<file path="src/rtl/seg7_scan_decoder.sv">
// Captures the segment pattern of a multiplexed 7-segment display and decodes it.
// Each digit is decoded once stable, and the assembled frame goes out through a valid/ready register.
module seg7_scan_decoder #(
    parameter int NUM_DIGITS    = 4,
    parameter int STABLE_CYCLES = 3
) (
    input  logic                    clk,
    input  logic                    rst,
    input  logic [6:0]              seg_n,
    input  logic [NUM_DIGITS-1:0]   dig_en,
    output logic [4*NUM_DIGITS-1:0] out_bcd,
    output logic                    out_valid,
    input  logic                    out_ready,
    output logic                    out_err,
    output logic                    sync_err,
    output logic                    ovf
);
    localparam int KW = (NUM_DIGITS > 1) ? $clog2(NUM_DIGITS) : 1;
    localparam logic [7:0] STABLE_U8 = 8'(STABLE_CYCLES);

    typedef enum logic [1:0] {SYNC, STAB, HELD} state_t;

    state_t                  state_q, state_d;
    logic [KW-1:0]           k_q, k_d;
    logic [7:0]              cnt_q, cnt_d;
    logic [7:0]              cnt_inc;
    logic [6:0]              seg_prev_q;
    logic [4*NUM_DIGITS-1:0] frame_q, frame_d;
    logic [NUM_DIGITS-1:0]   ferr_q, ferr_d;
    logic [4*NUM_DIGITS-1:0] out_bcd_q, out_bcd_d;
    logic                    out_valid_q, out_valid_d;
    logic                    out_err_q, out_err_d;
    logic                    sync_err_q, sync_err_d;
    logic                    ovf_q, ovf_d;

    logic [NUM_DIGITS-1:0]   oh_k, oh_k1, oh_0;
    logic                    last_k;
    logic [6:0]              seg_p;
    logic [3:0]              dec_bcd;
    logic                    dec_err;
    logic                    cap, start, complete, load;
    logic [KW-1:0]           cap_idx, start_idx;

    // One-hot patterns for the current digit and its successor.
    generate
        for (genvar gi = 0; gi < NUM_DIGITS; gi++) begin : g_onehot
            assign oh_k[gi]  = (k_q == KW'(gi));
            assign oh_k1[gi] = ((k_q + KW'(1)) == KW'(gi));
            assign oh_0[gi]  = (gi == 0);
        end
    endgenerate

    assign last_k  = (k_q == KW'(NUM_DIGITS - 1));
    assign cnt_inc = cnt_q + 8'd1;
    assign seg_p   = ~seg_n;

    always_comb begin
        dec_bcd = 4'hE;
        dec_err = 1'b1;
        case (seg_p)
            7'h3F: begin dec_bcd = 4'h0; dec_err = 1'b0; end
            7'h06: begin dec_bcd = 4'h1; dec_err = 1'b0; end
            7'h5B: begin dec_bcd = 4'h2; dec_err = 1'b0; end
            7'h4F: begin dec_bcd = 4'h3; dec_err = 1'b0; end
            7'h66: begin dec_bcd = 4'h4; dec_err = 1'b0; end
            7'h6D: begin dec_bcd = 4'h5; dec_err = 1'b0; end
            7'h7D: begin dec_bcd = 4'h6; dec_err = 1'b0; end
            7'h07: begin dec_bcd = 4'h7; dec_err = 1'b0; end
            7'h7F: begin dec_bcd = 4'h8; dec_err = 1'b0; end
            7'h6F: begin dec_bcd = 4'h9; dec_err = 1'b0; end
            7'h00: begin dec_bcd = 4'hF; dec_err = 1'b0; end
            default: begin end
        endcase
    end

    always_comb begin
        state_d    = state_q;
        k_d        = k_q;
        cnt_d      = cnt_q;
        sync_err_d = 1'b0;
        cap        = 1'b0;
        cap_idx    = k_q;
        start      = 1'b0;
        start_idx  = '0;
        complete   = 1'b0;

        case (state_q)
            SYNC: begin
                if (dig_en == oh_0) begin
                    start = 1'b1;
                end
            end
            STAB: begin
                if (dig_en == oh_k) begin
                    if (seg_n != seg_prev_q) begin
                        cnt_d = 8'd1;
                    end else if (cnt_inc == STABLE_U8) begin
                        cnt_d   = cnt_inc;
                        cap     = 1'b1;
                        state_d = HELD;
                    end else begin
                        cnt_d = cnt_inc;
                    end
                end else begin
                    sync_err_d = 1'b1;
                    state_d    = SYNC;
                    k_d        = '0;
                    cnt_d      = '0;
                end
            end
            HELD: begin
                if (dig_en != oh_k && dig_en != '0) begin
                    if (!last_k && dig_en == oh_k1) begin
                        start     = 1'b1;
                        start_idx = k_q + KW'(1);
                    end else if (dig_en == oh_0) begin
                        // Wrap to digit 0 closes the frame only after the last digit.
                        start      = 1'b1;
                        complete   = last_k;
                        sync_err_d = !last_k;
                    end else begin
                        sync_err_d = 1'b1;
                        state_d    = SYNC;
                        k_d        = '0;
                        cnt_d      = '0;
                    end
                end
            end
            default: begin
                state_d = SYNC;
                k_d     = '0;
                cnt_d   = '0;
            end
        endcase

        if (start) begin
            k_d   = start_idx;
            cnt_d = 8'd1;
            if (STABLE_CYCLES == 1) begin
                cap     = 1'b1;
                cap_idx = start_idx;
                state_d = HELD;
            end else begin
                state_d = STAB;
            end
        end
    end

    always_comb begin
        frame_d = frame_q;
        ferr_d  = ferr_q;
        if (cap) begin
            frame_d[4*cap_idx +: 4] = dec_bcd;
            ferr_d[cap_idx]         = dec_err;
        end
    end

    // Completed frame comes from frame_q, so a same-edge capture into slot 0 never leaks in.
    always_comb begin
        load        = complete && (!out_valid_q || out_ready);
        ovf_d       = complete && out_valid_q && !out_ready;
        out_bcd_d   = load ? frame_q : out_bcd_q;
        out_err_d   = load ? (|ferr_q) : out_err_q;
        out_valid_d = load || (out_valid_q && !out_ready);
    end

    always_ff @(posedge clk) begin
        if (rst) begin
            state_q     <= SYNC;
            k_q         <= '0;
            cnt_q       <= '0;
            seg_prev_q  <= '0;
            frame_q     <= '0;
            ferr_q      <= '0;
            out_bcd_q   <= '0;
            out_valid_q <= 1'b0;
            out_err_q   <= 1'b0;
            sync_err_q  <= 1'b0;
            ovf_q       <= 1'b0;
        end else begin
            state_q     <= state_d;
            k_q         <= k_d;
            cnt_q       <= cnt_d;
            seg_prev_q  <= seg_n;
            frame_q     <= frame_d;
            ferr_q      <= ferr_d;
            out_bcd_q   <= out_bcd_d;
            out_valid_q <= out_valid_d;
            out_err_q   <= out_err_d;
            sync_err_q  <= sync_err_d;
            ovf_q       <= ovf_d;
        end
    end

    assign out_bcd   = out_bcd_q;
    assign out_valid = out_valid_q;
    assign out_err   = out_err_q;
    assign sync_err  = sync_err_q;
    assign ovf       = ovf_q;

endmodule
</file>
<file path="config.mk">
export PLATFORM = sky130hd
export DESIGN_NAME = seg7_scan_decoder
export DESIGN_NICKNAME = d
export VERILOG_FILES = /design/src/rtl/seg7_scan_decoder.sv
export SDC_FILE = /design/constraint.sdc
export NUM_CORES = 1
export LEC_CHECK = 0
export CORE_AREA = 2 2 78 80
export CTS_CLUSTER_SIZE = 28
export DETAILED_ROUTE_END_ITERATION = 12
export DIE_AREA = 0 0 80 82
export GPL_TIMING_DRIVEN = 0
export PLACE_DENSITY = 0.72
export REMOVE_ABC_BUFFERS = 1
export SKIP_LAST_GASP = 1
export SYNTH_ARGS = -nofsm -noshare
export SYNTH_HDL_FRONTEND = slang
export SYNTH_SLANG_ARGS = --single-unit
</file>
<file path="constraint.sdc">
create_clock -name clk -period 3 [get_ports clk]
set_input_delay 0.75 -clock clk [delete_from_list [all_inputs] [get_ports clk]]
set_output_delay 0.75 -clock clk [all_outputs]
set_load 0.1 [all_outputs]
</file>
; ---- Yosys cells after proc, flatten, opt, wreduce, memory -nomap -nowiden
; Cells that the tools add are included.
[op_classes]
n_addsub = 3
mul = 0
div = 0
magnitude_cmp = 2
eq_ne = 36
shift = 2
n_mux = 44
n_bitwise = 2
n_reduce_logical = 25
[ops]
columns = op, n
row1 = == test 7 bit (second input constant), 7
row2 = case mux 4 bit (11 select lines), 1
row3 = two-way mux 8 bit, 5
row4 = negation 4 -> 34 bit, 1
row5 = variable shift 4 x 34 -> 16 bit (first input constant), 1
row6 = indexed part select 4 x 34 -> 16 bit, 1
row7 = case mux 8 bit (3 select lines), 1
row8 = two-way mux 2 bit, 11
row9 = two-way mux 1 bit, 19
row10 = != test 3 bit (second input constant), 6
row11 = bitwise mux 16 bit, 1
row12 = == test 7 x 3 -> 1 bit (second input constant), 2
row13 = case mux 2 bit (3 select lines), 2
row14 = AND reduction 6 bit, 2
row15 = OR reduction 11 bit, 1
row16 = == test 2 bit (second input constant), 5
row17 = adder 8 x 1 -> 8 bit (second input constant), 1
row18 = == test 4 bit, 2
row19 = == test 8 x 2 -> 1 bit (second input constant), 1
row20 = != test 2 bit (second input constant), 4
row21 = != test 4 bit (second input constant), 2
row22 = AND reduction 4 bit, 2
row23 = == test 7 x 6 -> 1 bit (second input constant), 1
row24 = logical AND 1 bit, 7
row25 = 20 further kinds, 28
[totals]
ff_bits = 59
latch_bits = 0
ram_bits = 0
romBits = 0
word_cells = 127
n_memories = 0

; ---- Logic depth before layout (Yosys ltp)
; Gate-level depths: netlist of the first run.
[depth]
depth_word = 9
depth_mapped = 11
depth_no_buf = 8

; ---- Worst setup path after synthesis of the first run
; Ideal clock, no wire load.
[synth_path]
path_type = flip-flop to flip-flop
start = reg k_q[0] (netlist: cap_idx[0])
end = reg ferr_q[3]
setup_time_ns = 0.116
arrival_time_ns = 2.344
required_time_ns = 2.884
path_slack_ns = 0.540
stages_incl_launch_ff = 12
path_buffers = 3
period_less_slack_ns = 2.460
path_cell_list = dfxtp_1 -> inv_1 -> ha_1 -> buf_6 -> xor2_1 -> nor4_4 -> and2_1 -> buf_4 -> and3_1 -> buf_6 -> a21oi_1 -> a31o_1
[synth_between]
elab_chain_len = 5
elab_cells_between_ends = 13
classes_between = order compare: 2 / eq/ne: 4 / mux: 5 / reduce/logical: 2
[synth_lines]
columns = item, line
row1 = start: declaration, 24  ; logic [KW-1:0] k_q, k_d;
row2 = start signal: assignment, 182  ; k_q <= k_d;
row3 = less-than comparator 2 x 3 -> 1 bit (implied by the code) / >= comparator 2 x 1 -> 1 bit (equally long branches), 154  ; ferr_d[cap_idx] = dec_err;
row4 = logical AND 1 bit (implied by the code), 154
row5 = two-way mux 1 bit (implied by the code), 154
row6 = demux 1 bit (select 2 bit), 154
row7 = bitwise mux 4 bit, 154
row8 = end signal: assignment, 186  ; ferr_q <= ferr_d;
row9 = end: declaration, 29  ; logic [NUM_DIGITS-1:0] ferr_q, ferr_d;
; Several ways; a longest one is shown, not always the timed one.
; A chain may end at the register's enable or synchronous reset.

; ---- Worst setup path in the final report of the first run
[layout_path]
start = in seg_n[3]
end = reg cnt_q[6]
[layout_between]
elab_chain_len = 4
[layout_lines]
columns = item, line
row1 = start: declaration, 9  ; input logic [6:0] seg_n,
row2 = != test 7 bit, 95  ; if (seg_n != seg_prev_q) begin
row3 = two-way mux 8 bit, 95
row4 = two-way mux 8 bit, 94  ; if (dig_en == oh_k) begin
row5 = case mux 8 bit (3 select lines), 87  ; case (state_q)
row6 = end signal: assignment, 183  ; cnt_q <= cnt_d;
row7 = end: declaration, 25  ; logic [7:0] cnt_q, cnt_d;
; Every way passes these cells.

==> impl_metrics.json, run 1 <==
{
  "status": "completed",
  "irDropWorstVdd_mv": 0.2897,
  "crit_chain": "clkdlybuf4s50_1 -> xor2_1 -> nor4_2 -> and2_1 -> nand4_2 -> or4_1 -> a21oi_1",
  "path_buf_inv": 1,
  "hold_class": "register to register",
  "die_height_um": 82,
  "vias_per_cell": 5.583,
  "antennaDiodeCount": 0,
  "fp.dieArea_um2": 6560,
  "firstDrtPassIters": 5,
  "cts_max_path_buffers": 2,
  "initial_core_util_pct": 52.90,
  "clockRootBuffer": "clkbuf_8",
  "numPortBuffers": 33,
  "timing.final.crit_share_pct": 93.83,
  "layout.nets": 407,
  "fill_cells": 515,
  "critPathMaxFanout": 8,
  "grt_first_pass_wirelength_um": 10290,
  "clk_pin_slew_ns": 0.06,
  "synthFlopType": "dfxtp_1",
  "die_w_um": 80,
  "hold_slack_ns": 0.4567,
  "timing.rr.start": "cap_idx[0]",
  "r2r-end": "cnt_q[1]",
  "cts_hold_buf": 0,
  "clk_latency_ns": 0.34,
  "setup_viol": 0,
  "end_kind": "register",
  "grt_remaining_overflow": 0,
  "drive_above_1_share_pct": 7.532,
  "ys_types": 50,
  "final.setup_skew_ns": 0.008730,
  "hold_path_end": "frame_q[8]",
  "power_frac_seq_pct": 47.3,
  "syn-cell-area_um2": 3039,
  "drt_iter0_drc": 113,
  "cpMaxStageDelayCell": "clkdlybuf4s50_1",
  "cts_sinks": 59,
  "critical_path_class": "input port to register",
  "hold_start": "frame_q[8]",
  "power.share.switching_pct": 22.73,
  "grt_pass1_vias": 2222,
  "power_density_nw_per_um2": 467.4,
  "synth_edf_count": 0,
  "rrSetupSlack_ns": 0.22,
  "core-area_um2": 5746,
  "whs_path_depth": 2,
  "syn_inst": 356,
  "max_stage_delay_ns": 0.58,
  "power.internal_mw": 1.294,
  "multi_input_area_um2": 1713,
  "cpLargestDelayFamily": "simple AND/OR/NAND/NOR gates",
  "rows": 28,
  "stdcell_count": 460,
  "startpoint": "seg_n[3]",
  "async_reset_ff_share_pct": 0,
  "slew_headroom_pct": 35.46,
  "grt_usage_pct": 20.47,
  "synth-seq-area-share_pct": 38.86,
  "yosysWarnings": 0,
  "wl_per_cell_um": 13.98,
  "p_leak_nw": 1.244,
  "r2r_cells": 8,
  "placed_area_um2": 3348,
  "stdcell_area_um2": 3583,
  "fmax_mhz": 355.3,
  "tightestPinTransition_ns": 0.9651,
  "worstSetupStartpointType": "input port",
  "area_growth_pct": 17.91,
  "crit_required_ns": 3.27,
  "clkPwrFrac_pct": 46.5,
  "avgSynthCellArea_um2": 8.537,
  "seqCellArea_um2": 1181,
  "cts_tree": "done",
  "placedCellCount": 441,
  "hold_viol_final": 0,
  "io_pins": 34,
  "grt_max_degree": 36,
  "cap_viol_max_count": 0,
  "min_period_ns": 2.815,
  "synth_seq_cells": 59,
  "report.final.slew_viol_count": 0,
  "final_antenna_net_count": 0,
  "htree_levels": 3,
  "cp_data_arrival_time_ns": 3.08,
  "wl_um": 6430,
  "numCtsBuffers": 9,
  "antenna_found_initial": 0,
  "rsz0062_at_grt": "false",
  "hpwl_um": 4321,
  "p_comb_share_pct": 6.2,
  "drc_errors": 0,
  "vias": 2568,
  "globalplace.congestion": 0.8464,
  "power.switching_uw": 380.6
}
==> kinds of logic after synthesis <==
kind of cell	after synthesis	synth area share [%]
mux	17	5.599
simple gates	153	26.27
xor+xnor	18	5.187
buf+inv	31	5.228
fa+ha+maj	13	5.352
compound gates	65	13.50
flops	59	38.86
==> cell type report <==
cell class / instances / share of cell area, %
clock buffer: 11 / 3.666
clock inverter: 5 / 2.165
inverter: 7 / 0.7332
multi-input combinational: 266 / 47.80
sequential: 59 / 32.96
tap: 75 / 2.619
timing repair buffer: 36 / 9.916
timing repair inverter: 1 / 0.1397
==> power by group through the flow <==
stage / registers (mW) / clock network [mW] / logic (mW)
finish: 0.792 / 0.778 / 0.104
global route: 0.792 / 0.834 / 0.115
CTS: 0.792 / 0.793 / 0.0995
detailed placement: 0.810 / 0 / 0.0991
global placement: 0.810 / 0 / 0.0974
floorplan: 0.810 / 0 / 0.0502
==> per-layer routing <==
layer / wire [um] / GRT usage, %
met4: 167 / 11.19
met5: 0 / 0
met1: 3029 / 25.98
met3: 277 / 3.956
met2: 2955 / 32.83
==> flip-flops by register name (all words and copies together), names as in the netlist <==
register    count
frame_q        16
out_bcd        16
cnt_q           8
seg_prev_q      7
ferr_q          4
cap_idx         2
state_q         2
out_err         1
out_valid       1
ovf             1
sync_err        1
==> cell usage after synthesis, types with 2 or more instances <==
cell / n / area share (%)
nand4b_1: 2 / 0.58
a2bb2oi_1: 2 / 0.58
inv_1: 7 / 0.86
xnor2_1: 5 / 1.4
nand2b_1: 4 / 0.82
o22ai_1: 2 / 0.41
nor3_1: 11 / 1.8
nor2_1: 35 / 4.3
a31o_1: 4 / 1.2
buf_4: 2 / 0.49
nand2_1: 29 / 3.6
nor4b_1: 3 / 0.86
xor2_1: 13 / 3.7
buf_2: 4 / 0.66
a21oi_1: 16 / 2.6
nand3_1: 25 / 4.1
and3_1: 4 / 0.82
a211oi_1: 4 / 0.99
ha_1: 13 / 5.4
or3_1: 4 / 0.82
nand4_1: 8 / 1.6
buf_6: 4 / 1.5
or4_1: 3 / 0.74
o21ai_1: 16 / 2.6
o21ai_0: 9 / 1.5
mux2i_1: 17 / 5.6
nor4_1: 3 / 0.62
clkbuf_1: 14 / 1.7
and2_1: 4 / 0.82
dfxtp_1: 59 / 39
nor2b_1: 11 / 2.3
==> worst register-to-register path, stage by stage (launching register included) <==
cell and delay [ns]:
dfxtp_1 0.48, inv_1 0.18, ha_1 0.31, xor2_1 0.21, nor4_4 0.45, buf_4 0.21
nand4_1 0.29, or3_1 0.42, a21oi_1 0.17
==> layout by cell type (no fill, tap or decap), types with 13 or more instances in the layout <==
master,n
o21ai_1,16
clkdlybuf4s50_1,32
a21oi_1,15
xor2_1,13
nand2_1,29
nand3_1,25
ha_1,13
nor2_1,35
mux2i_1,17
dfxtp_1,59
==> repair_timing <==
item | CTS | global route
setup endpoints to repair | 23 | 31
buffers inserted | 0 | 2
endpoints found under the hold margin | 0 | 0
gates resized for setup | 1 | 5
pin swaps | 0 | 1
gates cloned | 0 | 1
==> per-stage QoR <==
| stage | utilization [%] | TNS (ns) | setup slack [ns] | total power, mW |
|---|---|---|---|---|
| 5_1_grt | 62.37 | 0 | 0.02900 | 1.741 |
| 3_3_place_gp | 57.97 | -31.77 | -1.078 | 0.9072 |
| 6_report | 62.37 | 0 | 0.1851 | 1.675 |
| 4_1_cts | 61.89 | -0.01945 | -0.01945 | 1.685 |
| 3_5_place_dp | 58.28 | -16.33 | -0.6427 | 0.9090 |
| 2_1_floorplan | - | -0.4962 | -0.03101 | 0.8598 |
==> worst max-delay path by stage <==
stage,to,slack (ns),cells past startpoint
after global placement,out_bcd[6],-1.08,7
after CTS,cnt_q[1],-0.02,4
after floorplan,out_bcd[0],-0.03,6
after global routing,cnt_q[1],0.03,8
after detailed placement,frame_q[10],-0.64,6
final,cnt_q[6],0.19,7
Note: power is estimated with default switching activity, not from simulation.
==> run 2: changes to the inputs <==
--- a/config.mk
+++ b/config.mk
@@ -6,11 +6,12 @@
 export NUM_CORES = 1
 export LEC_CHECK = 0
 export CORE_AREA = 2 2 78 80
-export CTS_CLUSTER_SIZE = 28
+export CTS_CLUSTER_SIZE = 8
 export DETAILED_ROUTE_END_ITERATION = 12
 export DIE_AREA = 0 0 80 82
+export DONT_BUFFER_PORTS = 1
 export GPL_TIMING_DRIVEN = 0
-export PLACE_DENSITY = 0.72
+export PLACE_DENSITY = 0.65
 export REMOVE_ABC_BUFFERS = 1
 export SKIP_LAST_GASP = 1
 export SYNTH_ARGS = -nofsm -noshare
==> run 2 against run 1 <==
Wire length shrank 2.9%. Die area unchanged. Sequential cell count unchanged. Clock-buffer cell count up 2. Critical path type is now register to register. Largest cell class unchanged.
==> impl_metrics.json, run 2 (synthesized netlist as in run 1, its figures left out) <==
{
  "tns_ns": 0,
  "grt_usage_pct": 20.59,
  "grt_remaining_overflow": 0,
  "die_height_um": 82,
  "end_kind": "register",
  "preCtsSetupSlack_ns": 0.01677,
  "htree_levels": 3,
  "min_period_ns": 2.736,
  "mostFrequentLayoutCells": "dfxtp_1, nor2_1, nand2_1, nand3_1, mux2i_1",
  "grt_pass1_vias": 2252,
  "die_w_um": 80,
  "clk_pin_slew_ns": 0.06,
  "antenna_found_initial": 0,
  "globalplace.congestion": 0.8039,
  "post-route-worst-setup-slack_ns": 0.2637,
  "drt_iter0_drc": 178,
  "grt_max_degree": 36,
  "power_density_nw_per_um2": 469.7,
  "cts_max_path_buffers": 2,
  "grt_first_pass_wirelength_um": 10560,
  "critPathMaxFanout": 9,
  "hold_class": "register to register",
  "vias": 2447,
  "area_growth_pct": 6.505,
  "irDropWorstVdd_mv": 0.2309,
  "vias_per_cell": 5.731,
  "timing.final.crit_share_pct": 91.21,
  "hpwl_um": 4361,
  "hold_viol_final": 0,
  "drive_above_1_share_pct": 8.239,
  "rows": 28,
  "report.final.slew_viol_count": 0,
  "critical_path_class": "register to register",
  "status": "completed",
  "wl_um": 6244,
  "clk_latency_ns": 0.34,
  "slew_headroom_pct": 34.18,
  "power_mw": 1.520,
  "tightestPinTransition_ns": 0.9860,
  "fill_cells": 548,
  "numPortBuffers": 0,
  "final_antenna_net_count": 0,
  "initial_core_util_pct": 52.90,
  "worstSetupStartpointType": "register",
  "cts_sinks": 59,
  "fp.dieArea_um2": 6560,
  "setup_viol": 0,
  "drc_errors": 0,
  "p_leak_nw": 1.126,
  "cap_viol_max_count": 0,
  "antennaDiodeCount": 0,
  "layout.nets": 375,
  "wl_per_cell_um": 14.62,
  "cts_tree": "done",
  "crit_required_ns": 3.23,
  "firstDrtPassIters": 4,
  "final.setup_skew_ns": 0.006309,
  "cp_data_arrival_time_ns": 2.96,
  "numCtsBuffers": 9,
  "layout_commonest_cell": "dfxtp_1",
  "io_pins": 34,
  "core-area_um2": 5746,
  "clockRootBuffer": "clkbuf_8",
  "fmax_mhz": 365.5
}
## run 2: cell count changes in the layout (fill, tap and decap cells not counted), sizes merged
cell / before / now
buf: 3 / 5
bufinv: 2 / 0
clkbuf: 12 / 13
clkdlybuf4s50: 32 / 0
clkinvlp: 2 / 0
## run 2: final cells by class
| class | instances | area (um2) | area share (%) |
|---|---|---|---|
| inverters | 7 | 26.28 | 0.8118 |
| clock inverters | 2 | 10.01 | 0.3092 |
| repair buffers | 5 | 45.04 | 1.392 |
| flip-flops and latches | 59 | 1181 | 36.49 |
| well taps | 75 | 93.84 | 2.899 |
| multi-input cells | 266 | 1712 | 52.88 |
| clock buffers | 13 | 168.9 | 5.218 |
## run 2: power breakdown
group | internal, mW | total [mW] | switching (mW) | leakage [nW]
Clock | 0.360 | 0.664 | 0.303 | 0.0953
Combinational | 0.0264 | 0.0638 | 0.0374 | 0.554
Sequential | 0.789 | 0.793 | 0.00336 | 0.477
## run 2: critical path, cell delays in order, from the launching register on
cell and delay [ns]:
dfxtp_1 0.48, inv_1 0.19, ha_1 0.31, xor2_1 0.21, nor4_4 0.46, and2_1 0.34, and3_2 0.35, a21oi_1 0.10
a31o_1 0.19
## run 2: timing repair
item	in CTS	in global routing
buffers inserted	0	4
hold buffers	0	0
gates resized for setup	0	3
endpoints found under the setup margin	0	30
## run 2: metrics by stage
step                area [um2]  hold WS [ns]  utilization [%]  cells
CTS                       3197        0.4599            55.64    423
global placement          3000        0.4491            52.22    407
finish                    3237        0.4562            56.34    427
global route              3237        0.4678            56.34    427
floorplan                 2907        0.4363                -    332
detailed placement        3018        0.4521            52.53    408
## run 2: worst paths after layout
kind / startpoint / to / slack, ns / cells past startpoint
worst min-delay path: frame_q[6] / frame_q[6] / 0.46 / 2
worst min register to register: frame_q[6] / frame_q[6] / 0.46 / 2
worst max-delay path: cap_idx[0] / ferr_q[3] / 0.26 / 8
worst max register to register: cap_idx[0] / ferr_q[3] / 0.26 / 8
## run 2: routing by layer
layer | up-vias | track usage [%] | wire [um]
met2 | 65 | 32.08 | 2800
met4 | 0 | 8.136 | 82
met3 | 10 | 5.604 | 327
li1 | 1244 | - | -
met1 | 1128 | 27.11 | 3034
met5 | - | 0 | 0
==> variant, RTL diff (flow settings as in run 2) <==
Re-encode `state_t` (3 states) as one-hot, 3 bits wide.
--- a/src/rtl/seg7_scan_decoder.sv
+++ b/src/rtl/seg7_scan_decoder.sv
@@ -20,3 +20,3 @@
 
-    typedef enum logic [1:0] {SYNC, STAB, HELD} state_t;
+    typedef enum logic [2:0] {SYNC = 3'b001, STAB = 3'b010, HELD = 3'b100} state_t;
 
Formal check against the unedited RTL: same outputs for any inputs over 10 cycles, from zero or initial values and one cycle with rst high; not proved beyond that.
==> variant against run 2 <==
Worst setup slack better by 0.067 ns; final area rose by 13%; sequential power is 2% higher; cell count is 6.8% higher; area after synthesis increased by 11%; die area did not move; total power rose by 10%; synthesized cell count increased by 7.3%; sequential cell count up 1; wire length is 20% higher.
==> variant: results (changes against run 2) <==
\begin{tabular}{lr}
\hline
Metric & Value \\
\hline
\multicolumn{2}{l}{\textbf{GRT}} \\
Global route total overflow & 0 (unchanged) \\
Antenna violations before repair & 0 (unchanged) \\
Pin count of the biggest net entering global routing & 40 (+11\%) \\
Number of global-route vias before repair & 2,601 (+15\%) \\
Global-route wire length before repair & 12.2 mm (+16\%) \\
All-layer global routing usage & 24.0\% (+3.4 points) \\
\multicolumn{2}{l}{\textbf{Synthesis}} \\
Ranking of synthesized cells by area & dfxtp\_1 (36\%), mux2i\_1 (9.5\%), nand2\_1 (4.4\%) \\
Synth top area share & 35.5\% (-3.4 points) \\
Share of the yosys chip area belonging to registers & 35.5\% (-3.4 points) \\
Count of different cell masters after synthesis & 60 (+20\%) \\
Post-synthesis async set-or-reset flop share & 0\% (unchanged) \\
Leading post-synthesis cells by instance count & dfxtp\_1 (60), nand2\_1 (40), mux2i\_1 (32) \\
Syn. warnings & 0 (unchanged) \\
\multicolumn{2}{l}{\textbf{Placed design}} \\
Count of input and output buffers & 0 (unchanged) \\
Placement-stage worst setup slack & -0.451 ns (-0.468 ns) \\
Post-DP HPWL & 4.82 mm (+11\%) \\
Routability Congestion & 0.842 (+4.8\%) \\
\multicolumn{2}{l}{\textbf{Worst setup path}} \\
Slowest stage cell on the critical path & dfxtp\_2 \\
Data arrival time of the worst path & 2.91 ns (-0.05 ns) \\
Top Family by Delay on Critical Path & simple AND/OR/NAND/NOR gates \\
Max incr delay on CP & 0.43 ns (-0.05 ns) \\
Top fanout value on the critical path & 11 (+2) \\
Path depth of the worst reg2reg path & 8 (unchanged) \\
\multicolumn{2}{l}{\textbf{Power}} \\
Worst vdd rail ir drop & 0.452 mV (+96\%) \\
Leakage & 0.00116 uW (+3.3\%) \\
\multicolumn{2}{l}{\textbf{CTS}} \\
Clock slew at reported path FFs & roughly 0.070 ns \\
Buffers from clock root to sink, at most & 2 (unchanged) \\
Htree depth & 3 (unchanged) \\
Insertion delay of the later-clocked pin in the worst-skew pair & 0.34 ns (about the same) \\
Cts bufs inserted & 9 (unchanged) \\
Clock root cell & clkbuf\_8 \\
\multicolumn{2}{l}{\textbf{Detailed routing}} \\
Routed Wire Length & 7.49 mm (+20\%) \\
DR vias/cell & 6.11 (+6.7\%) \\
Detailed Route Iter0 Violations & 207 (+16\%) \\
Detailed-router iteration count before antenna repair & 5 (+1) \\
\multicolumn{2}{l}{\textbf{Cells and area}} \\
\# nets final & 400 (+6.7\%) \\
Ratio of cells with drive above 1 in the final layout & 10.2\% (+2.0 points) \\
Antenna cells & 0 (unchanged) \\
\multicolumn{2}{l}{\textbf{STA}} \\
Largest clock skew in the final design & 0.00930 ns (+0.00299 ns) \\
Measured slew at the worst slew-check pin & 1.32 ns (+0.334 ns) \\
Count of endpoints failing hold in the final timing report & 0 (unchanged) \\
\multicolumn{2}{l}{\textbf{Status}} \\
Outcome & finished, final reports clean \\
\multicolumn{2}{l}{\textbf{Worst hold path}} \\
Worst Hold Class & flip-flop to flip-flop \\
Hold Path Depth & 2 (unchanged) \\
\hline
\end{tabular}
## variant: kinds of logic (layout without fill, tap and decap cells)
kind of cell	Yosys count	count (layout)	synth area share [%]
muxes	32	32	9.47
buffers and inverters	41	39	5.58
and+or+nand+nor	160	161	27.3
DFF	60	60	35.5
AOI/OAI and AO/OA	64	64	14.3
xor gates and xnor gates	15	15	4.11
adders and majority gates	10	10	3.70
## variant: repair_timing
item,4_1_cts,5_1_grt
hold endpoints to repair,0,0
gates resized for setup,0,2
buffers inserted,2,2
setup endpoints to repair,25,19
cloned,1,0
pin swaps,0,0
## variant: worst register-to-register path, cell delays in order, from the launching register on
cell     delay (ns)
dfxtp_2        0.43
inv_1          0.15
ha_1           0.27
xnor2_1        0.30
and4_1         0.40
nand4_1        0.16
buf_4          0.22
or4_1          0.40
o31ai_1        0.24
## variant: power by group
part           switching (uW)  total [uW]  internal [uW]
Sequential               3.20         805            802
Combinational            44.9        72.9           28.0
Clock                     323         796            473
## variant: layer usage
layer | GRT usage [%] | vias up | routed length [um]
met5 | 0 | - | 0
met4 | 11.2 | 0 | 161
met3 | 4.51 | 14 | 419
met2 | 38.4 | 91 | 3450
met1 | 31.4 | 1308 | 3460
li1 | - | 1374 | -
## variant: area by class of cell
type,count,area [um^2]
clock buffer,13,179
clock inverter,3,42.5
fill,516,2090
inverter,18,67.6
multi-input combinational,282,2010
sequential,60,1200
tap,75,93.8
timing repair buffer,5,57.6
## variant: worst paths after layout
| kind | slack [ns] | endpoint | startpoint |
|---|---|---|---|
| worst max register to register | 0.33 | frame_q[3] | cap_idx[0] |
| worst max-delay path | 0.33 | frame_q[3] | cap_idx[0] |
| worst min register to register | 0.46 | ferr_q[2] | ferr_q[2] |
| worst min-delay path | 0.46 | ferr_q[2] | ferr_q[2] |
## variant: metrics by stage
stage,total power (uW),std cells,util (%),cell area (um^2)
finish,1670,456,63.7,3660
global route,1720,456,63.7,3660
CTS,1680,454,63.2,3630
detailed placement,893,435,59.0,3390
global placement,891,434,58.4,3360
floorplan,879,359,-,3260
